<file path="src/rtl/div_ctrl.sv">
// div_ctrl: MIX DIV instruction sequencer sitting in front of the unsigned
// `div` core. It latches the sign-magnitude operands and rejects overflow or
// divide-by-zero before the core is launched. Otherwise it launches the core
// and waits its fixed latency, then applies the MIX sign rules to the
// quotient (new rA) and the remainder (new rX).
//
// Ports:
//   clk, rst_n        rising-edge clock, asynchronous active-low reset
//   start             single-cycle request, only honoured in IDLE
//   ra_sign, ra, rx   dividend {rA:rX}; rA sign only, rX sign is ignored
//   v_sign, v         divisor
//   core_start        one-cycle launch pulse to the div core
//   core_dividend     {ra,rx} latched at start
//   core_divisor      v latched at start
//   core_quotient     core result, sampled only at the capture edge
//   core_remainder    core result, sampled only at the capture edge
//   busy              high in every state except IDLE
//   done              one-cycle completion pulse
//   overflow          MIX overflow toggle request, valid with done
//   qa_sign, qa       new rA (quotient)
//   rx_sign_out, rx_out  new rX (remainder)
//   state_dbg         current FSM state (IDLE=0, CHECK=1, RUN=2, DONE=3)
//
// Handshake: start is a request with no ready; it is accepted on the first
// rising edge where start=1 while busy=0 and is ignored otherwise. Completion
// is a single-cycle done pulse with no back-pressure; results hold afterwards
// until the next successful capture.
module div_ctrl #(
  parameter int unsigned LATENCY = 32
) (
  input  logic        clk,
  input  logic        rst_n,
  input  logic        start,
  input  logic        ra_sign,
  input  logic [29:0] ra,
  input  logic [29:0] rx,
  input  logic        v_sign,
  input  logic [29:0] v,
  output logic        core_start,
  output logic [59:0] core_dividend,
  output logic [29:0] core_divisor,
  input  logic [29:0] core_quotient,
  input  logic [29:0] core_remainder,
  output logic        busy,
  output logic        done,
  output logic        overflow,
  output logic        qa_sign,
  output logic [29:0] qa,
  output logic        rx_sign_out,
  output logic [29:0] rx_out,
  output logic [1:0]  state_dbg
);

  typedef enum logic [1:0] {
    IDLE  = 2'd0,
    CHECK = 2'd1,
    RUN   = 2'd2,
    DONE  = 2'd3
  } state_t;

  localparam logic [7:0] LAT8 = 8'(LATENCY);

  state_t     state;
  logic [7:0] cnt;
  logic       ra_sign_q;
  logic       v_sign_q;

  assign state_dbg = state;

  always_ff @(posedge clk or negedge rst_n) begin
    if (!rst_n) begin
      state         <= IDLE;
      cnt           <= 8'd0;
      ra_sign_q     <= 1'b0;
      v_sign_q      <= 1'b0;
      core_start    <= 1'b0;
      core_dividend <= 60'd0;
      core_divisor  <= 30'd0;
      busy          <= 1'b0;
      done          <= 1'b0;
      overflow      <= 1'b0;
      qa_sign       <= 1'b0;
      qa            <= 30'd0;
      rx_sign_out   <= 1'b0;
      rx_out        <= 30'd0;
    end else begin
      // Pulses default low; each state raises them for exactly one cycle.
      core_start <= 1'b0;
      done       <= 1'b0;
      case (state)
        IDLE: begin
          if (start) begin
            core_dividend <= {ra, rx};
            core_divisor  <= v;
            ra_sign_q     <= ra_sign;
            v_sign_q      <= v_sign;
            busy          <= 1'b1;
            state         <= CHECK;
          end
        end
        CHECK: begin
          // The quotient fits in 30 bits only if rA < V; this also covers V=0.
          if ((core_divisor == 30'd0) || (core_dividend[59:30] >= core_divisor)) begin
            done     <= 1'b1;
            overflow <= 1'b1;
            state    <= DONE;
          end else begin
            core_start <= 1'b1;
            cnt        <= LAT8;
            state      <= RUN;
          end
        end
        RUN: begin
          cnt <= cnt - 8'd1;
          // cnt==1 marks edge E1+LATENCY, when the core results are valid.
          if (cnt == 8'd1) begin
            qa          <= core_quotient;
            rx_out      <= core_remainder;
            qa_sign     <= ra_sign_q ^ v_sign_q;
            rx_sign_out <= ra_sign_q;
            overflow    <= 1'b0;
            done        <= 1'b1;
            state       <= DONE;
          end
        end
        DONE: begin
          busy  <= 1'b0;
          state <= IDLE;
        end
        default: begin
          busy  <= 1'b0;
          state <= IDLE;
        end
      endcase
    end
  end

endmodule
</file>
<file path="config.mk">
export PLATFORM = sky130hd
export DESIGN_NAME = div_ctrl
export DESIGN_NICKNAME = d
export VERILOG_FILES = /design/src/rtl/div_ctrl.sv
export SDC_FILE = /design/constraint.sdc
export NUM_CORES = 1
export LEC_CHECK = 0
export ABC_AREA = 1
export CAP_MARGIN = 20
export CELL_PAD_IN_SITES_DETAIL_PLACEMENT = 2
export CELL_PAD_IN_SITES_GLOBAL_PLACEMENT = 2
export CORE_UTILIZATION = 26
export CTS_CLUSTER_DIAMETER = 120
export CTS_CLUSTER_SIZE = 14
export DETAILED_ROUTE_END_ITERATION = 12
export MAX_ROUTING_LAYER = met4
export PLACE_DENSITY = 0.92
export SETUP_SLACK_MARGIN = 0.1
export SLEW_MARGIN = 20
export SYNTH_ARGS = -nofsm -noshare
export SYNTH_HDL_FRONTEND = slang
export SYNTH_SLANG_ARGS = --single-unit
</file>
<file path="constraint.sdc">
create_clock -name clk -period 3.8 [get_ports clk]
set_clock_uncertainty 0.05 [all_clocks]
set_input_delay 0.38 -clock clk [delete_from_list [all_inputs] [get_ports clk]]
set_output_delay 0.38 -clock clk [all_outputs]
set_load 0.02 [all_outputs]
</file>
# Word-level counts from Yosys, hierarchy flattened
# Index checks and enable logic that the tools add are counted.
[totals]
ff_bits = 168
out_inout_bits = 158
[op_classes]
add_sub_neg = 1
magnitude_cmp = 1
n_eq_ne = 8
mux = 16
bitwise = 1
n_reduce_logical = 11
[ops]
columns = ["cell", "n"]
rows = [
  ["30-bit >= comparator", 1],
  ["30-bit logical NOT", 1],
  ["8-bit case mux with 2 select lines", 1],
  ["2-bit AND reduction", 5],
  ["8-bit by 1-bit equality test with 1-bit output (second input constant)", 1],
  ["1-bit two-way mux", 8],
  ["8-bit two-way mux", 1],
  ["2-bit != test (second input constant)", 4],
  ["2-bit case mux with 4 select lines", 1],
  ["8-bit by 1-bit subtractor with 8-bit output (second input constant)", 1],
  ["1-bit case mux with 2 select lines", 3],
  ["2-bit equality test (second input constant)", 2],
  ["2-bit two-way mux", 2],
  ["2-bit nonzero test", 2],
  ["3-bit AND reduction", 1],
  ["2-bit by 1-bit equality test with 1-bit output (second input constant)", 1],
  ["2-bit logical NOT", 1],
  ["1-bit logical OR", 1],
  ["1-bit bitwise XOR", 1],
]

# Logic depth before layout (Yosys ltp)
[depth]
ltp_word = 4
mapped_depth = 15

# Worst setup path before layout
# Ideal clock, no wire load.
[synth_path]
path_type = "register to register"
start = "reg core_divisor[21]"
end = "reg state[0], in the netlist state_dbg[0]"
setup_ns = 0.118
arrival_time_ns = 1.673
required_time_ns = 3.632
setup_slack_ns = 1.960
stages_incl_launch_ff = 15
n_path_buf = 0
synth_period_minus_slack_ns = 1.840
path_cell_list = "dfrtp_1 > inv_1 > ha_1 > nand2_1 > inv_1 > nand2_1 > inv_1 > nand2_1 > nand2_1 > a21oi_1 > nand4_1 > nand2_2 > nand2_1 > nand2_1 > nand2_1"
[synth_between]
elab_chain_len = 4
elab_cells_between_ends = 5
classes_between = "order compare (1); mux (2); reduce/logical (2)"
[synth_lines]
columns = ["element", "line", "rtl"]
rows = [
  ["start: declaration", "41", "output logic [29:0] core_divisor,"],
  ["start signal: assignment", "94", "core_divisor <= v;"],
  ["30-bit >= comparator / 30-bit logical NOT (equally long branches)", "103", "if ((core_divisor == 30'd0) || (core_dividend[59:30] >= core_divisor)) begin"],
  ["1-bit logical OR *", "103", ""],
  ["1-bit two-way mux *", "103", ""],
  ["2-bit case mux with 4 select lines *", "90", "case (state)"],
  ["end signal: assignment", "98", "state <= CHECK;"],
  ["end signal: assignment", "106", "state <= DONE;"],
  ["end signal: assignment", "110", "state <= RUN;"],
  ["end: declaration", "63", "state_t state;"],
]
# Mark *: on every way between the ends. The rest lies on a longest branch, timed or not.
# A chain may end at the register's enable or synchronous reset.

# Final worst setup path
[layout_path]
start = "reg state[0], in the netlist state_dbg[0]"
end = "reg qa[15]"
[layout_between]
elab_chain_len = 2
[layout_lines]
columns = ["element", "line", "rtl"]
rows = [
  ["start signal: assignment", "72", "state <= IDLE;"],
  ["start signal: assignment", "98", ""],
  ["start signal: assignment", "106", ""],
  ["2-bit equality test", "90", ""],
  ["2-bit AND reduction (no line)", "-", ""],
  ["end signal: assignment", "117", "qa <= core_quotient;"],
  ["end: declaration", "48", "output logic [29:0] qa,"],
]
# No other way between the ends.

==> results.md <==
Cells and area:
- In the final layout, the share of cells above drive strength 1 is 4.29%.
- The finished cells cover 0.0118 mm^2.
- The area growth from synthesis to layout is 54.9%.
- The final net count is 1413.

Logic synthesis:
- The portion of the post-synthesis area used by sequential elements is 55.4%.
- The synthesized netlist devotes 5.93% of its cell area to adder and majority cells.
- Of the total synthesized cell area, the portion taken by XOR and XNOR cells is 0.692%.
- The compound-gate portion of the synthesized area is 3.33%.
- The synthesis warning total is 0.
- After synthesis, the netlist uses 27 different library cells.
- The synthesized design contains 168 register bits.
- After synthesis, the share of cell area in mux cells is 0%.
- The number of nets in the synthesized netlist is 1108.
- The number of instances in the synthesized netlist is 917.
- The synthesized area per cell is 8.28 um^2.
- The largest family of logic cells by synthesized area is simple AND/OR/NAND/NOR gates.
- The mapped netlist covers 0.00759 mm^2.
- The post-synthesis simple-gate area fraction is 29.0%.

Timing:
- Setup repair after global routing left no endpoint under its margin.
- Timing would allow up to 433 MHz.
- The final setup violation count is 0.
- In this run the tightest slew margin relative to its limit is 39.3%.
- The time the final worst path needs with I/O delays and setup is 2.31 ns.
- The actual slew at the worst max-slew pin is 0.910 ns.
- The count of final hold-check violations is 1.
- Adding up every negative setup slack in the final design gives 0 ns.
- The number of max-slew violations in the final report is 0.
- Across all setup checks in the final design, the least slack found is 1.49 ns.
- The final critical path takes up 60.7% of the cycle.
- The tightest hold path in the finished design has a slack of -0.00264 ns.

Critical path:
- The buffers plus inverters on the worst setup path is 4.
- Data arrives at the worst endpoint at 2.62 ns.
- The startpoint class of the critical path is a flop.
- At the worst endpoint, the required time is 4.12 ns.
- The critical path is of the reg2reg type.
- In this design, the stage delay of the slowest critical-path cell is 0.55 ns.
- The slowest stage of the critical path belongs to the cell sky130_fd_sc_hd__inv_2.
- The dominant delay contributor by cell family on the critical path is buffers and inverters.
- The worst setup path is captured at a flop.
- The largest fanout of any net on the critical path is 43.
- The signal on the critical path passes through inv_1 -> ha_1 -> inv_2 -> nor2_4 -> inv_2 -> buf_4 -> nand2_1 -> nand2_1.

GRT:
- The number of antenna violations at the first check in global routing is 1.
- The global-route wire length before repair is 49600 um.
- The overall overflow remaining after global route is 0.
- The number of global-route vias before repair is 8705.
- The aggregate global-route resource usage is 22.1%.
- The pin count of the biggest net entering global routing is 104.

Floorplan:
- The area of the core region is 0.0287 mm^2.
- From left edge to right edge, the die measures 173 um.
- The die covers 0.0299 mm^2.
- The floorplan has 62 rows.
- In this run the count of I/O pins placed on the die edge is 313.
- The initial standard-cell utilization of the core is 26.4%.
- The die is 173 um tall.

Power:
- The worst vdd rail ir drop is 303 uV.
- The leakage power is 5.68 nW.
- In this run the power density over the cells is 932 mW/mm^2.
- Total power for the finished layout comes to 11.0 mW.

Clock network:
- The later-pin clock latency in the skew report is 0.43 ns.
- The clock tree from TritonCTS is done.
- The CTS root buffer is sky130_fd_sc_hd__clkbuf_16.
- TritonCTS created 17 clock buffers.
- The clock drives 168 sinks.
- In this run, post-CTS repair resized a total of 0 instances.
- Once the clock tree was built, the setup fixing pass inserted 0 buffers.
- In this run, post-CTS hold repair placed 0 buffers.
- In this run the number of H-tree levels came out at 4.
- Clock-pin slew was measured on the worst setup and hold paths at 0.07 ns.
- The clock passes through at most 2 buffers.

Drt:
- The residual antenna-violating net count after detailed routing is 0.
- The first routing iteration left 240 violations.
- Before antenna repair, the detailed router went through 4 iterations.
- In the routed design, unresolved DRC markers number 0.
- The average detailed-routed wire length per instance is 19.3 um.
- The total routed wirelength is 31200 um.
- The number of vias per cell after detailed routing is 4.55.
- The overall via count from detail_route is 7378.

Hold path:
- The path class of the tightest hold or removal check is in2async.

Outcome:
- The flow ran to the end, but the final reports show violations.
- The checks that failed: hold timing.

Place:
- Once placement finished, the instance area stood at 0.0111 mm^2.
- The routability-driven placement congestion ratio is 0.783.
- In this run the tool buffered the top-level ports with 312 buffer cells.
- OpenSTA, run right after detailed placement, puts the worst setup slack at 1.44 ns.
- The HPWL after detailed placement is 23200 um.

Flow run:
- The count of maximum capacitance violations is 0.
synth_stat cells (all sizes together):
cell    instances  area [um^2]
buf            23          156
a21o            2         15.0
nor3            6         35.0
a21oi          11         55.1
nand3          23          120
clkbuf          9         33.8
nand4           6         43.8
nand3b          1         7.51
inv            64          240
o21bai          1         7.51
o21ai          35          175
nand2         489         1840
xnor2           2         17.5
or2             1         6.26
nor2           36          148
dfrtp         168         4200
ha             36          450
xor2            4         35.0
final cells by class:
cell class	instances	area, um^2
multi-input cells	653	2960
clock buffers	18	439
fillers	3169	16900
diodes	2	5.00
repair buffers	318	3200
inverters	64	243
clock inverters	14	230
flip-flops and latches	168	4200
well taps	384	480
state kept, by name (all words and copies together), names as in the netlist, 2 cells and up:
register and cells:
core_dividend 60, core_divisor 30, qa 30, rx_out 30, cnt 8, state_dbg 2
power by group:
part           internal, mW  switching [mW]
Combinational          2.34            3.29
Clock                  1.20           0.825
Sequential             2.63           0.669
path summary, 6_finish.rpt:
kind / startpoint / to / slack [ns] / depth (start not counted)
setup / recovery: state_dbg[0]$_DFFE_PN0P_ / qa[15]$_DFFE_PN0P_ / 1.49 / 8
hold / removal: rst_n / rx_out[11]$_DFFE_PN0P_ / -0.003 / 1
setup reg to reg: state_dbg[0]$_DFFE_PN0P_ / qa[15]$_DFFE_PN0P_ / 1.49 / 8
hold reg to reg: overflow$_DFFE_PN0P_ / overflow$_DFFE_PN0P_ / 0.43 / 2
max in group asynchronous: rst_n / core_dividend[11]$_DFFE_PN0P_ / 2.71 / 2
min in group clk: overflow$_DFFE_PN0P_ / overflow$_DFFE_PN0P_ / 0.43 / 2
metal layers:
| layer | wire length, um | GRT usage, % |
|---|---|---|
| met1 | 12800 | 23.9 |
| met2 | 16000 | 39.5 |
| met3 | 1710 | 5.19 |
| met4 | 703 | 7.82 |
| met5 | 0 | - |
cells by family after synthesis:
group,after synthesis
AOI/OAI and AO/OA,49
xor gates and xnor gates,6
adders and majority gates,36
buffers and inverters,96
DFF,168
and+or+nand+nor,562
cells in the final DEF, fill, tap and decap left out, types with 2 or more instances in the layout:
cell type / Yosys / layout
sky130_fd_sc_hd__nand2_1: 487 / 486
sky130_fd_sc_hd__clkdlybuf4s50_1: 0 / 311
sky130_fd_sc_hd__dfrtp_1: 168 / 168
sky130_fd_sc_hd__inv_1: 61 / 60
sky130_fd_sc_hd__ha_1: 36 / 36
sky130_fd_sc_hd__o21ai_0: 35 / 35
sky130_fd_sc_hd__nor2_1: 33 / 33
sky130_fd_sc_hd__nand3_1: 22 / 22
sky130_fd_sc_hd__clkbuf_16: 0 / 17
sky130_fd_sc_hd__a21oi_1: 11 / 11
sky130_fd_sc_hd__nor3_1: 5 / 5
sky130_fd_sc_hd__nand4_1: 5 / 5
sky130_fd_sc_hd__bufinv_16: 0 / 5
sky130_fd_sc_hd__inv_6: 0 / 5
sky130_fd_sc_hd__xor2_1: 4 / 4
sky130_fd_sc_hd__buf_4: 0 / 4
sky130_fd_sc_hd__nand2_2: 2 / 3
sky130_fd_sc_hd__inv_2: 3 / 3
sky130_fd_sc_hd__diode_2: 0 / 2
sky130_fd_sc_hd__nor2_2: 2 / 2
sky130_fd_sc_hd__a21o_1: 2 / 2
sky130_fd_sc_hd__xnor2_1: 2 / 2
sky130_fd_sc_hd__clkinv_4: 0 / 2
sky130_fd_sc_hd__clkbuf_8: 0 / 2
sky130_fd_sc_hd__buf_12: 0 / 2
per-stage QoR:
stage,util (%),hold WS (ns),instances
2_1_floorplan,-,0.0344,917
3_5_place_dp,38.6,0.416,1587
3_3_place_gp,38.6,0.403,1587
4_1_cts,40.9,0.0714,1619
5_1_grt,41.0,0.0525,1620
6_report,41.0,-0.00264,1621
No activity file was read; power rests on OpenSTA's default activity.
